$ cat src/rtl/fc_argmax.sv
// Streams NUM_CLASSES signed scores and reports the index/value of the maximum; result/done one cycle after last beat.
// Backpressure: in_ready only in SCAN, in_valid gaps stall without timeout, enable low aborts the frame.
module fc_argmax #(
  parameter int NUM_CLASSES = 10,
  parameter int DATA_W      = 16,
  parameter int IDX_W       = 4
) (
  input  logic              clk,
  input  logic              reset,
  input  logic              enable,
  input  logic              in_valid,
  input  logic [DATA_W-1:0] in_data,
  output logic              in_ready,
  output logic [IDX_W-1:0]  result,
  output logic [DATA_W-1:0] max_value,
  output logic              busy,
  output logic              done
);

  localparam int CNT_W = $clog2(NUM_CLASSES + 1);
  localparam logic [CNT_W-1:0] LAST_BEAT = CNT_W'(NUM_CLASSES - 1);

  typedef enum logic [1:0] {IDLE, SCAN, DONE} state_t;

  state_t              state_q, state_d;
  logic [CNT_W-1:0]    cnt_q, cnt_d;
  logic [DATA_W-1:0]   wmax_q, wmax_d;
  logic [IDX_W-1:0]    widx_q, widx_d;
  logic [IDX_W-1:0]    result_q, result_d;
  logic [DATA_W-1:0]   maxv_q, maxv_d;

  logic                take_beat;
  logic [DATA_W-1:0]   beat_max;
  logic [IDX_W-1:0]    beat_idx;

  // Working values as they would stand after the current beat; strict '>' keeps the lowest index on ties.
  always_comb begin
    take_beat = (cnt_q == '0) || ($signed(in_data) > $signed(wmax_q));
    beat_max  = wmax_q;
    beat_idx  = widx_q;
    if (take_beat) begin
      beat_max = in_data;
      beat_idx = IDX_W'(cnt_q);
    end
  end

  always_comb begin
    state_d  = state_q;
    cnt_d    = cnt_q;
    wmax_d   = wmax_q;
    widx_d   = widx_q;
    result_d = result_q;
    maxv_d   = maxv_q;
    case (state_q)
      IDLE: begin
        if (enable) begin
          state_d = SCAN;
          cnt_d   = '0;
          wmax_d  = '0;
          widx_d  = '0;
        end
      end
      SCAN: begin
        if (!enable) begin
          // Abort drops the partial frame; the beat on this cycle is ignored.
          state_d = IDLE;
          cnt_d   = '0;
          wmax_d  = '0;
          widx_d  = '0;
        end else if (in_valid) begin
          wmax_d = beat_max;
          widx_d = beat_idx;
          cnt_d  = cnt_q + CNT_W'(1);
          if (cnt_q == LAST_BEAT) begin
            state_d  = DONE;
            result_d = beat_idx;
            maxv_d   = beat_max;
          end
        end
      end
      DONE: begin
        if (!enable) begin
          state_d = IDLE;
        end
      end
      default: state_d = IDLE;
    endcase
  end

  always_ff @(posedge clk or negedge reset) begin
    if (!reset) begin
      state_q  <= IDLE;
      cnt_q    <= '0;
      wmax_q   <= '0;
      widx_q   <= '0;
      result_q <= '0;
      maxv_q   <= '0;
    end else begin
      state_q  <= state_d;
      cnt_q    <= cnt_d;
      wmax_q   <= wmax_d;
      widx_q   <= widx_d;
      result_q <= result_d;
      maxv_q   <= maxv_d;
    end
  end

  // Status outputs decode straight from state so an async reset clears them immediately.
  assign in_ready  = (state_q == SCAN);
  assign busy      = (state_q == SCAN);
  assign done      = (state_q == DONE);
  assign result    = result_q;
  assign max_value = maxv_q;

endmodule
$ cat config.mk
export PLATFORM = sky130hd
export DESIGN_NAME = fc_argmax
export DESIGN_NICKNAME = d
export VERILOG_FILES = /design/src/rtl/fc_argmax.sv
export SDC_FILE = /design/constraint.sdc
export NUM_CORES = 1
export LEC_CHECK = 0
export ABC_AREA = 1
export BUFFER_PORTS_ARGS = -buffer_cell sky130_fd_sc_hd__clkbuf_2
export CAP_MARGIN = 15
export CORE_MARGIN = 3
export CORE_UTILIZATION = 57
export CTS_CLUSTER_SIZE = 14
export DETAILED_ROUTE_END_ITERATION = 12
export PLACE_DENSITY = 0.88
export SKIP_CTS_REPAIR_TIMING = 1
export SLEW_MARGIN = 20
export SYNTH_ARGS = -nofsm -noshare
export SYNTH_HDL_FRONTEND = slang
export SYNTH_SLANG_ARGS = --single-unit
export TNS_END_PERCENT = 30
$ cat constraint.sdc
create_clock -name clk -period 3.8 [get_ports clk]
set_clock_uncertainty 0.15 [all_clocks]
set_input_delay 1.14 -clock clk [delete_from_list [all_inputs] [get_ports clk]]
set_output_delay 1.14 -clock clk [all_outputs]
set_load 0.01 [all_outputs]
==> flow_summary.yaml <==
run_status:
  outcome: "completed"
pwr:
  irDropWorstVdd_v: 0.000253
  power.leakage_uw: 0.00178
  p_per_area_nw_per_um2: 404
  power_uw: 1230
sta:
  fin_crit_sh: 0.843
  grt_setup_unrepaired: "no"
  min_period_ns: 3.20
  worst_pin_slew_ns: 0.786
  max-slew-margin-rel: 0.476
  final_setup_violations: 0
  highest_clock_rate_mhz: 312
  timing.setup.tns_ns: 0
  hold_violations: 0
  timing_max_transition_violations_final: 0
global_route:
  grt_first_pass_wirelength_um: 10100
  gr-usage-all-layers: 0.229
  first_global_vias: 2383
  grt_overflow: 0
  grt_max_degree: 26
  antenna_found_initial: 0
placement:
  gp_congestion: 0.817
  port_buffers: 42
  placedInstanceArea_sq_um: 2960
  hpwlAfterDp_um: 4200
floorplan:
  core_region_area_sq_um: 4500
  floorplan.io_pins: 43
  fp.dieArea_sq_um: 5680
  die-height_um: 75.4
  floorplan.initialDensity: 0.609
  die_extent_in_x_um: 75.4
  placementRows: 24
layout:
  area.growth.synth_to_final_pct: 10.6
  finish.utilization: 0.674
  final_stage_net_count: 432
  design_area_sq_um: 3040
  drive_gt1_frac: 0.176
  inserted_diodes: 0
cts:
  htreeDepth: 2
  clock-root-buffer: "sky130_fd_sc_hd__clkbuf_8"
  tritoncts_num_sinks: 46
  clock_tree.buffer_depth: 2
  path_clk_slew_ns: 0.08
  num_cts_buffers: 5
  tritoncts_clock_tree: "done"
  clk_latency_ns: 0.30
critical_path:
  worst-path-max-fanout: 21
  crit_top_cell: "sky130_fd_sc_hd__nand2_1"
  worstPathBufferInverterCount: 1
  crit_arrival_ns: 3.25
  cell_by_cell_listing_of_the_critical_path: "clkbuf_2 > ha_1 > a21oi_1 > o21ai_1 > a21oi_2 > nand2_1 > nand2_2 > nand3_4 > nand2_4 > nand2_1 > nand3_1 > nand2_1"
  critPathCapture: "wmax_q[2]"
  setup_crit_start_kind: "primary input"
  worstRegToRegCells: 12
  timing.setup.critical_path_class: "in -> reg"
  r2r_setup_slack_ns: 1.14
  end_kind: "register"
  worst_r2r_endpoint: "wmax_q[2]"
  timing.critical_path.depth: 12
  worst_path_dominant_cell_family: "simple AND/OR/NAND/NOR gates"
  cpMaxStageDelayCell: "sky130_fd_sc_hd__nand2_4"
  worst-endpoint-required_ns: 3.84
  r2r_start: "wmax_q[15]"
  timing.critical_path.slowest_cell_delay_ns: 0.40
  critPathLaunch: "in_data[15]"
synth:
  post_synth_num_cell_types: 26
  synth_top_cell_area_share: 0.419
  synthTopCellsByArea: "sky130_fd_sc_hd__dfrtp_1 (42%), sky130_fd_sc_hd__nand2_1 (16%), sky130_fd_sc_hd__nand3_1 (11%)"
  synth_area_sq_um: 2750
  synth_top_flop_cell: "sky130_fd_sc_hd__dfrtp_1"
  synth-seq-area-share: 0.419
  synth.ff_latch_count: 46
  syn-instance-count: 355
  syn_avg_cell_area_sq_um: 7.73
  synthMostInstantiatedCell: "sky130_fd_sc_hd__nand2_1"
  asyncSetResetFlopFracSynth: 1.00
  yosysTopAreaCell: "sky130_fd_sc_hd__dfrtp_1"
  synth.net_count: 394
  ys_warn_count: 0
  synth_edf_count: 0
  synth.cells.most_frequent: "sky130_fd_sc_hd__nand2_1 (116), sky130_fd_sc_hd__nand3_1 (62), sky130_fd_sc_hd__inv_1 (51), sky130_fd_sc_hd__dfrtp_1 (46), sky130_fd_sc_hd__ha_1 (19)"
route:
  via_count: 2359
  drt_pass1_iterations: 4
  detail_route.wl_per_cell_um: 13.2
  wl_um: 5890
  remaining_drc_errors: 0
  drt-vias-per-instance: 5.30
  final_antenna_net_count: 0
  dr.first_iter.drc_count: 157
hold_path:
  timing.hold.worst.class: "reg -> reg"
flow_run:
  drv.max_cap_violation_count: 0
[flip-flops by register name (all words and copies together) (netlist names)]
name       count
max_value     16
wmax_q        16
cnt_q          4
result         4
widx_q         4
state_q        2
[power breakdown]
part	switching (uW)	internal [uW]	total [uW]
clock network	164	124	287
logic	276	126	402
registers	20.6	517	538
total	460	767	1230
[placed cells by master, fill, tap and decap left out]
master and n:
sky130_fd_sc_hd__a21o_1 1, sky130_fd_sc_hd__ha_1 19, sky130_fd_sc_hd__clkinv_2 2, sky130_fd_sc_hd__inv_1 51, sky130_fd_sc_hd__nor2_1 12, sky130_fd_sc_hd__nand3_4 1, sky130_fd_sc_hd__nand2_2 2, sky130_fd_sc_hd__clkbuf_8 5
sky130_fd_sc_hd__a311oi_1 1, sky130_fd_sc_hd__xor2_1 1, sky130_fd_sc_hd__dfrtp_1 46, sky130_fd_sc_hd__nand3_2 1, sky130_fd_sc_hd__nor3b_1 1, sky130_fd_sc_hd__clkbuf_2 42, sky130_fd_sc_hd__nor3_1 1, sky130_fd_sc_hd__nand3_1 62
sky130_fd_sc_hd__a21oi_1 6, sky130_fd_sc_hd__nand2_4 11, sky130_fd_sc_hd__buf_4 3, sky130_fd_sc_hd__nand2_1 116, sky130_fd_sc_hd__o21ai_0 3, sky130_fd_sc_hd__nor3_2 1, sky130_fd_sc_hd__nand4_1 3, sky130_fd_sc_hd__a21oi_2 1
sky130_fd_sc_hd__o21ai_1 1
[area by class of cell]
type	count	area, sq um
clock buffer	5	68.8
clock inverter	2	10.0
fill	381	1470
inverter	51	191
multi-input combinational	244	1320
sequential	46	1150
tap	52	65.1
timing repair buffer	45	233
[worst min-delay path: stages (launching register included)]
cell and delay, ns:
sky130_fd_sc_hd__dfrtp_1 0.35, sky130_fd_sc_hd__nand2_1 0.05, sky130_fd_sc_hd__nand2_1 0.05
[layer usage]
metal | share of wire | track usage
met5 | 0 | 0
met4 | 0.020 | 0.118
met3 | 0.059 | 0.0422
met2 | 0.47 | 0.384
met1 | 0.45 | 0.281
[logic make-up after synthesis]
| kind of cell | synth area share |
|---|---|
| simple gates | 0.363 |
| buf+inv | 0.101 |
| flops | 0.419 |
| fa+ha+maj | 0.0866 |
| compound gates | 0.0273 |
| xor+xnor | 0.00319 |
[how the worst min path moves through the flow]
stage	from	endpoint	slack, ns	depth (start not counted)
CTS	state_q[1]	state_q[0]	0.34	1
floorplan	widx_q[0]	widx_q[0]	0.30	2
finish	max_value[15]	max_value[15]	0.33	2
global placement	wmax_q[10]	wmax_q[10]	0.31	2
detailed placement	max_value[4]	max_value[4]	0.31	2
global route	wmax_q[11]	wmax_q[11]	0.35	2
[per-stage QoR]
step	worst slack, ns	std cells	hold WS (ns)
finish	0.596	445	0.334
global route	0.483	445	0.354
CTS	0.659	445	0.336
detailed placement	0.362	438	0.314
global placement	0.452	438	0.312
floorplan	1.04	355	0.299
Note: power is estimated with default switching activity, not from simulation.
